[src/rtl/alu_rsp_decoder.sv]
// Serial response decoder for the mtm_Alu output stream: deserializes 11-bit frames,
// reassembles normal/error packets, checks CRC3 and parity, and flags framing faults.
module alu_rsp_decoder (
    input  logic        clk,
    input  logic        rst_n,
    input  logic        sout,
    output logic        rsp_valid,
    output logic [31:0] rsp_c,
    output logic [3:0]  rsp_flags,
    output logic        rsp_crc_ok,
    output logic        rsp_err,
    output logic [5:0]  rsp_err_flags,
    output logic        rsp_parity_ok,
    output logic        frame_err,
    output logic        busy
);

    typedef enum logic [2:0] {
        S_IDLE,
        S_TYPE,
        S_PAYLOAD,
        S_STOP,
        S_RECOVER
    } state_t;

    state_t      state_q, state_d;
    logic [2:0]  bcnt_q, bcnt_d;
    logic [2:0]  dcnt_q, dcnt_d;
    logic        type_q, type_d;
    logic [7:0]  pay_q, pay_d;
    logic [31:0] c_q, c_d;
    logic        valid_q, valid_d;
    logic [31:0] rspC_q, rspC_d;
    logic [3:0]  flags_q, flags_d;
    logic        crcOk_q, crcOk_d;
    logic        err_q, err_d;
    logic [5:0]  errFlags_q, errFlags_d;
    logic        parOk_q, parOk_d;
    logic        ferr_q, ferr_d;
    logic        busy_q, busy_d;
    logic        seqErr;
    logic [2:0]  crcCalc;

    // CRC3, x^3+x+1, serial over {C, 0, FLAGS} MSB first
    function automatic logic [2:0] crc3(input logic [31:0] c, input logic [3:0] f);
        logic [35:0] d;
        logic [2:0]  r;
        logic        fb;
        d = {c, 1'b0, f};
        r = 3'b000;
        for (int i = 35; i >= 0; i--) begin
            fb = d[i] ^ r[2];
            r  = {r[1], r[0] ^ fb, fb};
        end
        return r;
    endfunction

    assign crcCalc = crc3(c_q, pay_q[6:3]);

    always_ff @(posedge clk) begin
        if (!rst_n) begin
            state_q    <= S_IDLE;
            bcnt_q     <= '0;
            dcnt_q     <= '0;
            type_q     <= 1'b0;
            pay_q      <= '0;
            c_q        <= '0;
            valid_q    <= 1'b0;
            rspC_q     <= '0;
            flags_q    <= '0;
            crcOk_q    <= 1'b0;
            err_q      <= 1'b0;
            errFlags_q <= '0;
            parOk_q    <= 1'b0;
            ferr_q     <= 1'b0;
            busy_q     <= 1'b0;
        end else begin
            state_q    <= state_d;
            bcnt_q     <= bcnt_d;
            dcnt_q     <= dcnt_d;
            type_q     <= type_d;
            pay_q      <= pay_d;
            c_q        <= c_d;
            valid_q    <= valid_d;
            rspC_q     <= rspC_d;
            flags_q    <= flags_d;
            crcOk_q    <= crcOk_d;
            err_q      <= err_d;
            errFlags_q <= errFlags_d;
            parOk_q    <= parOk_d;
            ferr_q     <= ferr_d;
            busy_q     <= busy_d;
        end
    end

    always_comb begin
        state_d    = state_q;
        bcnt_d     = bcnt_q;
        dcnt_d     = dcnt_q;
        type_d     = type_q;
        pay_d      = pay_q;
        c_d        = c_q;
        valid_d    = 1'b0;
        rspC_d     = rspC_q;
        flags_d    = flags_q;
        crcOk_d    = crcOk_q;
        err_d      = err_q;
        errFlags_d = errFlags_q;
        parOk_d    = parOk_q;
        ferr_d     = 1'b0;
        busy_d     = busy_q;
        seqErr     = 1'b0;

        case (state_q)
            S_IDLE: begin
                if (!sout) begin
                    state_d = S_TYPE;
                    busy_d  = 1'b1;
                end
            end
            S_TYPE: begin
                type_d  = sout;
                bcnt_d  = 3'd0;
                state_d = S_PAYLOAD;
            end
            S_PAYLOAD: begin
                pay_d  = {pay_q[6:0], sout};
                bcnt_d = bcnt_q + 3'd1;
                if (bcnt_q == 3'd7) begin
                    state_d = S_STOP;
                end
            end
            S_STOP: begin
                state_d = S_IDLE;
                if (!sout) begin
                    // A broken stop bit means we may be mid-byte; wait for a high before re-arming
                    ferr_d  = 1'b1;
                    dcnt_d  = 3'd0;
                    busy_d  = 1'b0;
                    state_d = S_RECOVER;
                end else if (!type_q) begin
                    if (dcnt_q != 3'd4) begin
                        c_d    = {c_q[23:0], pay_q};
                        dcnt_d = dcnt_q + 3'd1;
                    end else begin
                        seqErr = 1'b1;
                    end
                end else if (!pay_q[7]) begin
                    if (dcnt_q == 3'd4) begin
                        valid_d    = 1'b1;
                        rspC_d     = c_q;
                        flags_d    = pay_q[6:3];
                        crcOk_d    = (crcCalc == pay_q[2:0]);
                        err_d      = 1'b0;
                        errFlags_d = '0;
                        parOk_d    = 1'b0;
                        dcnt_d     = 3'd0;
                        busy_d     = 1'b0;
                    end else begin
                        seqErr = 1'b1;
                    end
                end else if (dcnt_q == 3'd0) begin
                    valid_d    = 1'b1;
                    rspC_d     = '0;
                    flags_d    = '0;
                    crcOk_d    = 1'b0;
                    err_d      = 1'b1;
                    errFlags_d = pay_q[6:1];
                    parOk_d    = ~^pay_q;
                    busy_d     = 1'b0;
                end else begin
                    seqErr = 1'b1;
                end
            end
            S_RECOVER: begin
                if (sout) begin
                    state_d = S_IDLE;
                end
            end
            default: state_d = S_IDLE;
        endcase

        if (seqErr) begin
            ferr_d = 1'b1;
            dcnt_d = 3'd0;
            busy_d = 1'b0;
        end
    end

    assign rsp_valid     = valid_q;
    assign rsp_c         = rspC_q;
    assign rsp_flags     = flags_q;
    assign rsp_crc_ok    = crcOk_q;
    assign rsp_err       = err_q;
    assign rsp_err_flags = errFlags_q;
    assign rsp_parity_ok = parOk_q;
    assign frame_err     = ferr_q;
    assign busy          = busy_q;

endmodule

[config.mk]
export PLATFORM = sky130hd
export DESIGN_NAME = alu_rsp_decoder
export DESIGN_NICKNAME = d
export VERILOG_FILES = /design/src/rtl/alu_rsp_decoder.sv
export SDC_FILE = /design/constraint.sdc
export NUM_CORES = 1
export LEC_CHECK = 0
export BUFFER_PORTS_ARGS = -buffer_cell sky130_fd_sc_hd__buf_2
export CAP_MARGIN = 10
export CORE_MARGIN = 4
export CORE_UTILIZATION = 50
export DETAILED_ROUTE_END_ITERATION = 8
export GPL_TIMING_DRIVEN = 0
export PLACE_DENSITY_LB_ADDON = 0.2
export SLEW_MARGIN = 25
export SYNTH_ARGS = -nofsm -noshare
export SYNTH_HDL_FRONTEND = slang
export SYNTH_SLANG_ARGS = --single-unit
[constraint.sdc]
create_clock -name clk -period 2.4 [get_ports clk]
set_input_delay 0 -clock clk [delete_from_list [all_inputs] [get_ports clk]]
set_output_delay 0 -clock clk [all_outputs]
set_load 0.005 [all_outputs]
## Word-level counts from Yosys, hierarchy flattened

Cells that the tools add are included.

- Reductions and logical operators: 13
- Multiplexer cells: 46
- Equal/unequal tests: 18
- Bitwise gates (word level): 70
- Add/sub/neg operators: 2

Operators by type and width:

| kind | number |
|---|---|
| 2-to-1 mux 32 bit | 3 |
| bitwise XOR 1 bit | 68 |
| 2-to-1 mux 3 bit | 9 |
| 2-to-1 mux 1 bit | 25 |
| 2-to-1 mux 6 bit | 3 |
| case mux 3 bit (5 select lines) | 1 |
| 2-to-1 mux 4 bit | 3 |
| AND reduction 4 bit | 3 |
| AND reduction 5 bit | 2 |
| equality test 3 bit (second input constant) | 3 |
| != test 3 bit (second input constant) | 3 |
| != test 4 bit (second input constant) | 2 |
| XNOR reduction 8 bit | 1 |
| adder 3 x 1 -> 3 bit (second input constant) | 2 |
| equality test 3 x 2 -> 1 bit (second input constant) | 2 |
| zero test 3 bit | 2 |
| != test 2 bit (second input constant) | 3 |
| case mux 3 bit (2 select lines) | 1 |
| nonzero test 2 bit | 3 |
| equality test 3 x 1 -> 1 bit (second input constant) | 1 |
| equality test 3 bit | 1 |
| != test 3 x 1 -> 1 bit (second input constant) | 1 |
| != test 3 x 2 -> 1 bit (second input constant) | 1 |
| AND reduction 3 bit | 1 |
| other kinds (4) | 5 |

- Register bits after elaboration: 98
- Output and inout bits: 48
- Input bits: 3

## Logic depth before layout (Yosys ltp)

- Word-level depth: 37
- Depth in mapped cells: 9

## Least setup slack after synthesis

No wires, ideal clock.

- Kind: register -> register
- Start: reg c_q[16]
- End: reg crcOk_q, in the netlist rsp_crc_ok
- Setup slack: 0.361 ns
- Path buffers: 0
- Cell stages (with the launch flop): 8
- Library setup time: 0.058 ns
- Period minus slack after synthesis: 2.039 ns
- Arrival time: 1.982 ns
- Cells stage by stage: dfxtp_1 -> xnor2_1 -> xnor3_2 -> xnor2_2 -> xnor2_1 -> or3_1 -> a211oi_2 -> a211o_1

- Longest elaborated chain between the ends: 25

Ends and longest elaborated chain:

| item | RTL line | RTL |
|---|---|---|
| start, declared | 31 | `logic [31:0] c_q, c_d;` |
| start signal, assigned | 67 | `c_q <= '0;` |
| start signal, assigned | 83 | `c_q <= c_d;` |
| bitwise XOR 1 bit * | 52 | `fb = d[i] ^ r[2];` |
| bitwise XOR 1 bit | 53 | `r = {r[1], r[0] ^ fb, fb};` |
| bitwise XOR 1 bit | 52 |  |
| bitwise XOR 1 bit | 53 |  |
| bitwise XOR 1 bit | 52 |  |
| bitwise XOR 1 bit | 53 |  |
| bitwise XOR 1 bit | 52 |  |
| bitwise XOR 1 bit | 53 |  |
| [... 9 more ...] | -- |  |
| bitwise XOR 1 bit | 53 |  |
| bitwise XOR 1 bit | 52 |  |
| bitwise XOR 1 bit | 53 |  |
| bitwise XOR 1 bit | 52 |  |
| bitwise XOR 1 bit | 53 |  |
| equality test 3 bit * | 153 | `crcOk_d = (crcCalc == pay_q[2:0]);` |
| 2-to-1 mux 1 bit * | 149 | `if (dcnt_q == 3'd4) begin` |
| 2-to-1 mux 1 bit * | 148 | `end else if (!pay_q[7]) begin` |
| end signal, assigned | 87 | `crcOk_q <= crcOk_d;` |
| end, declared | 35 | `logic crcOk_q, crcOk_d;` |

Mark *: on every way between the ends. The rest lies on a longest branch, timed or not. The select of a mux whose other input is x is not followed.
A chain may end at the register's enable or synchronous reset.

## Worst setup path after layout

Same ends and word-level chain as after synthesis.

==> out/summary.txt <==
CP dominant cell by count - xnor2_1
Area growth, synth to finish - 14.93%
List of most frequent post-synthesis cells - 98 x dfxtp_1, 89 x nand2_1, 59 x nor2_1
IO buf count - 50
Synthesized flop and latch total - 98
Gr ovfl total - 0
Insertion delay to the later sink of the worst-skew pair - 0.36 ns
Cells along the critical path - xnor2_1 > xnor3_2 > xnor2_2 > xnor2_1 > or3_1 > a211oi_2 > a211o_1
Reg area - 0.001962 mm2
Layout net count - 538
Post-synth EDFFs - 0
Netlist cell types - 38
Synth Area per Inst - 8.774 um2
Least-Margin Pin Slew - 0.6493 ns
Worst path bufs/invs - 0
Largest net degree at the start of global routing - 17
Crit. End Element - flop
Synth Instances - 469
All-layer global routing usage - 0.1978
Family with the most delay on the worst path - XOR/XNOR gates
Die width - 98.72 um
IO Pins - 51
Setup Viol. Count Final - 0
Pwr Density - 615.3 mW/mm2
Clock Sink Count - 98
Via-per-instance ratio - 5.309
Post-synth top area share - 0.4767
Detailed Place HPWL - 6.802 mm
HP Class - input port to flop
CP Launch Type - flop
Relative slew slack - 0.5671
Top cell type by total area after synthesis - dfxtp_1
Initial antenna violation count - 0
ANT nets after route - 0
Share of cells above drive strength 1 - 0.1614
Skew final - 0.006990 ns
Clk slew on worst S/H paths - 0.10 ns
Maxcap violations - 0
Final WL - 9.458 mm
Vias in the first global route - 3184
FP Rows - 32
GPL Wtd Cong - 0.8178
Die Y - 98.72 um
Detailed Route Iter0 Violations - 181
Worst path slowest cell - xnor3_2
Dominant cells by area after synthesis - dfxtp_1 48%, a22oi_1 8.2%, nand2_1 8.1%
Antenna Cells - 0
Synth Cell Area - 0.004115 mm2
Most common cell in the netlist - dfxtp_1
Leakage power - 1.901 nW
Sequential fraction of the synthesis area - 0.4767
Top_reg_cell synth - dfxtp_1
Core area - 0.007848 mm2
Root buffer cell - clkbuf_8
CTS Buf Count - 9
Fin. Hold Viols - 0
RSZ-0062 raised after global routing - false
Critical-path maximum fanout - 4
Crit path DAT - 2.57 ns
Effective utilization at floorplan - 0.5244
Remaining DRCs - 0
Placed cells - 621
First-pass GRT wire length - 15.62 mm
Post-Syn Nets - 478
CTS max path bufs - 2
Yosys warns - 0
Ys async rst share - 0
CP Class - flop to flop
Max-slew violations - 0
Pre-antenna DRT Iters - 5
Multi-input gate area - 0.002011 mm2
Minimum clock period - 2.256 ns
Pwr Total - 2.910 mW
Total die area - 0.009746 mm2
Maximum vdd drop - 0.3386 mV
Worst stage delay on the critical path - 0.51 ns
Achievable Freq - 443.2 MHz
Non-filler cells, final - 635
Avg WL per Cell - 14.89 um
Run status - completed
H-tree levels - 3
Via count - 3371
Number of fill cells - 743
Fin crit share - 0.9401
WP data required - 2.71 ns
TritonCTS clock tree - built
repair_timing:
action                                  CTS  global route
buffers inserted                          0             0
endpoints found under the setup margin   30            70
pin swaps                                 0             0
hold buffers                              1             0
gates resized for setup                   5             8
hold endpoints to repair                  1             0
sequential cells by signal (all words and copies together) (netlist names), 3 cells and up:
name	flops
state_q	3
rsp_c	32
rsp_err_flags	6
c_q	32
dcnt_q	3
rsp_flags	4
bcnt_q	3
pay_q	8
layout make-up:
| class | instances | area share |
|---|---|---|
| inverters | 5 | 0.003968 |
| plain buffers | 33 | 0.02857 |
| clock inverters | 6 | 0.01931 |
| well taps | 102 | 0.02698 |
| flip-flops and latches | 98 | 0.4148 |
| repair buffers | 51 | 0.05503 |
| multi-input cells | 331 | 0.4251 |
| clock buffers | 9 | 0.02619 |
report_power, final:
| part | switching, mW | leakage (nW) | internal [mW] |
|---|---|---|---|
| registers | 0.00573 | 0.790 | 1.63 |
| clock network | 0.571 | 0.0979 | 0.585 |
| logic | 0.0795 | 1.01 | 0.0350 |
cell families after synthesis:
| group | synth area share |
|---|---|
| XOR/XNOR | 0.1201 |
| buffers and inverters | 0.03709 |
| flip-flops | 0.4767 |
| multiplexers | 0.01490 |
| AND/OR/NAND/NOR | 0.1681 |
| adder cells (fa/ha/maj) | 0.01824 |
| AO/OA/AOI/OAI | 0.1648 |
worst min-delay path: cells and delay by family:
family / cells / cell delay, ns
buf+inv: 2 / 0.33
compound gates: 1 / 0.06
simple gates: 1 / 0.11
per-layer routing:
layer	global-route usage	routed length (um)
met2	0.3021	4389
met3	0.03185	431
met1	0.2803	4442
met5	0	0
met4	0.07878	194
per-stage QoR:
step	hold slack, ns	TNS [ns]	area (um2)	util	setup WS [ns]
global route	0.2133	0	4730	0.6027	0.01027
CTS	0.1636	0	4726	0.6022	0.01278
global placement	0.2848	0	4493	0.5725	0.03413
finish	0.1836	0	4730	0.6027	0.1439
floorplan	0.1161	0	4115	-	0.3606
detailed placement	0.2910	-0.3752	4493	0.5725	-0.02955
path summary, 6_finish.rpt:
check,startpoint,endpoint,slack (ns),cells past startpoint
max reg2reg,c_q[16]$_SDFFE_PN0P_,rsp_crc_ok$_SDFFE_PN0P_,0.14,7
max,c_q[16]$_SDFFE_PN0P_,rsp_crc_ok$_SDFFE_PN0P_,0.14,7
min reg2reg,rsp_err$_SDFFE_PN0P_,rsp_err$_SDFFE_PN0P_,0.46,2
min,sout,pay_q[0]$_SDFFE_PN0P_,0.18,4
placed cells by master (no fill, tap or decap), types with 5 or more instances in the layout:
cell	instances
buf_2	52
xnor2_1	25
dfxtp_1	98
inv_1	5
a21oi_1	44
ha_1	6
xnor2_2	5
a22oi_1	45
clkbuf_1	24
mux2i_1	5
xor2_1	9
nor2_1	58
clkbuf_2	7
nand2_1	89
clkbuf_8	9
Power figures use the tool's default switching activity.
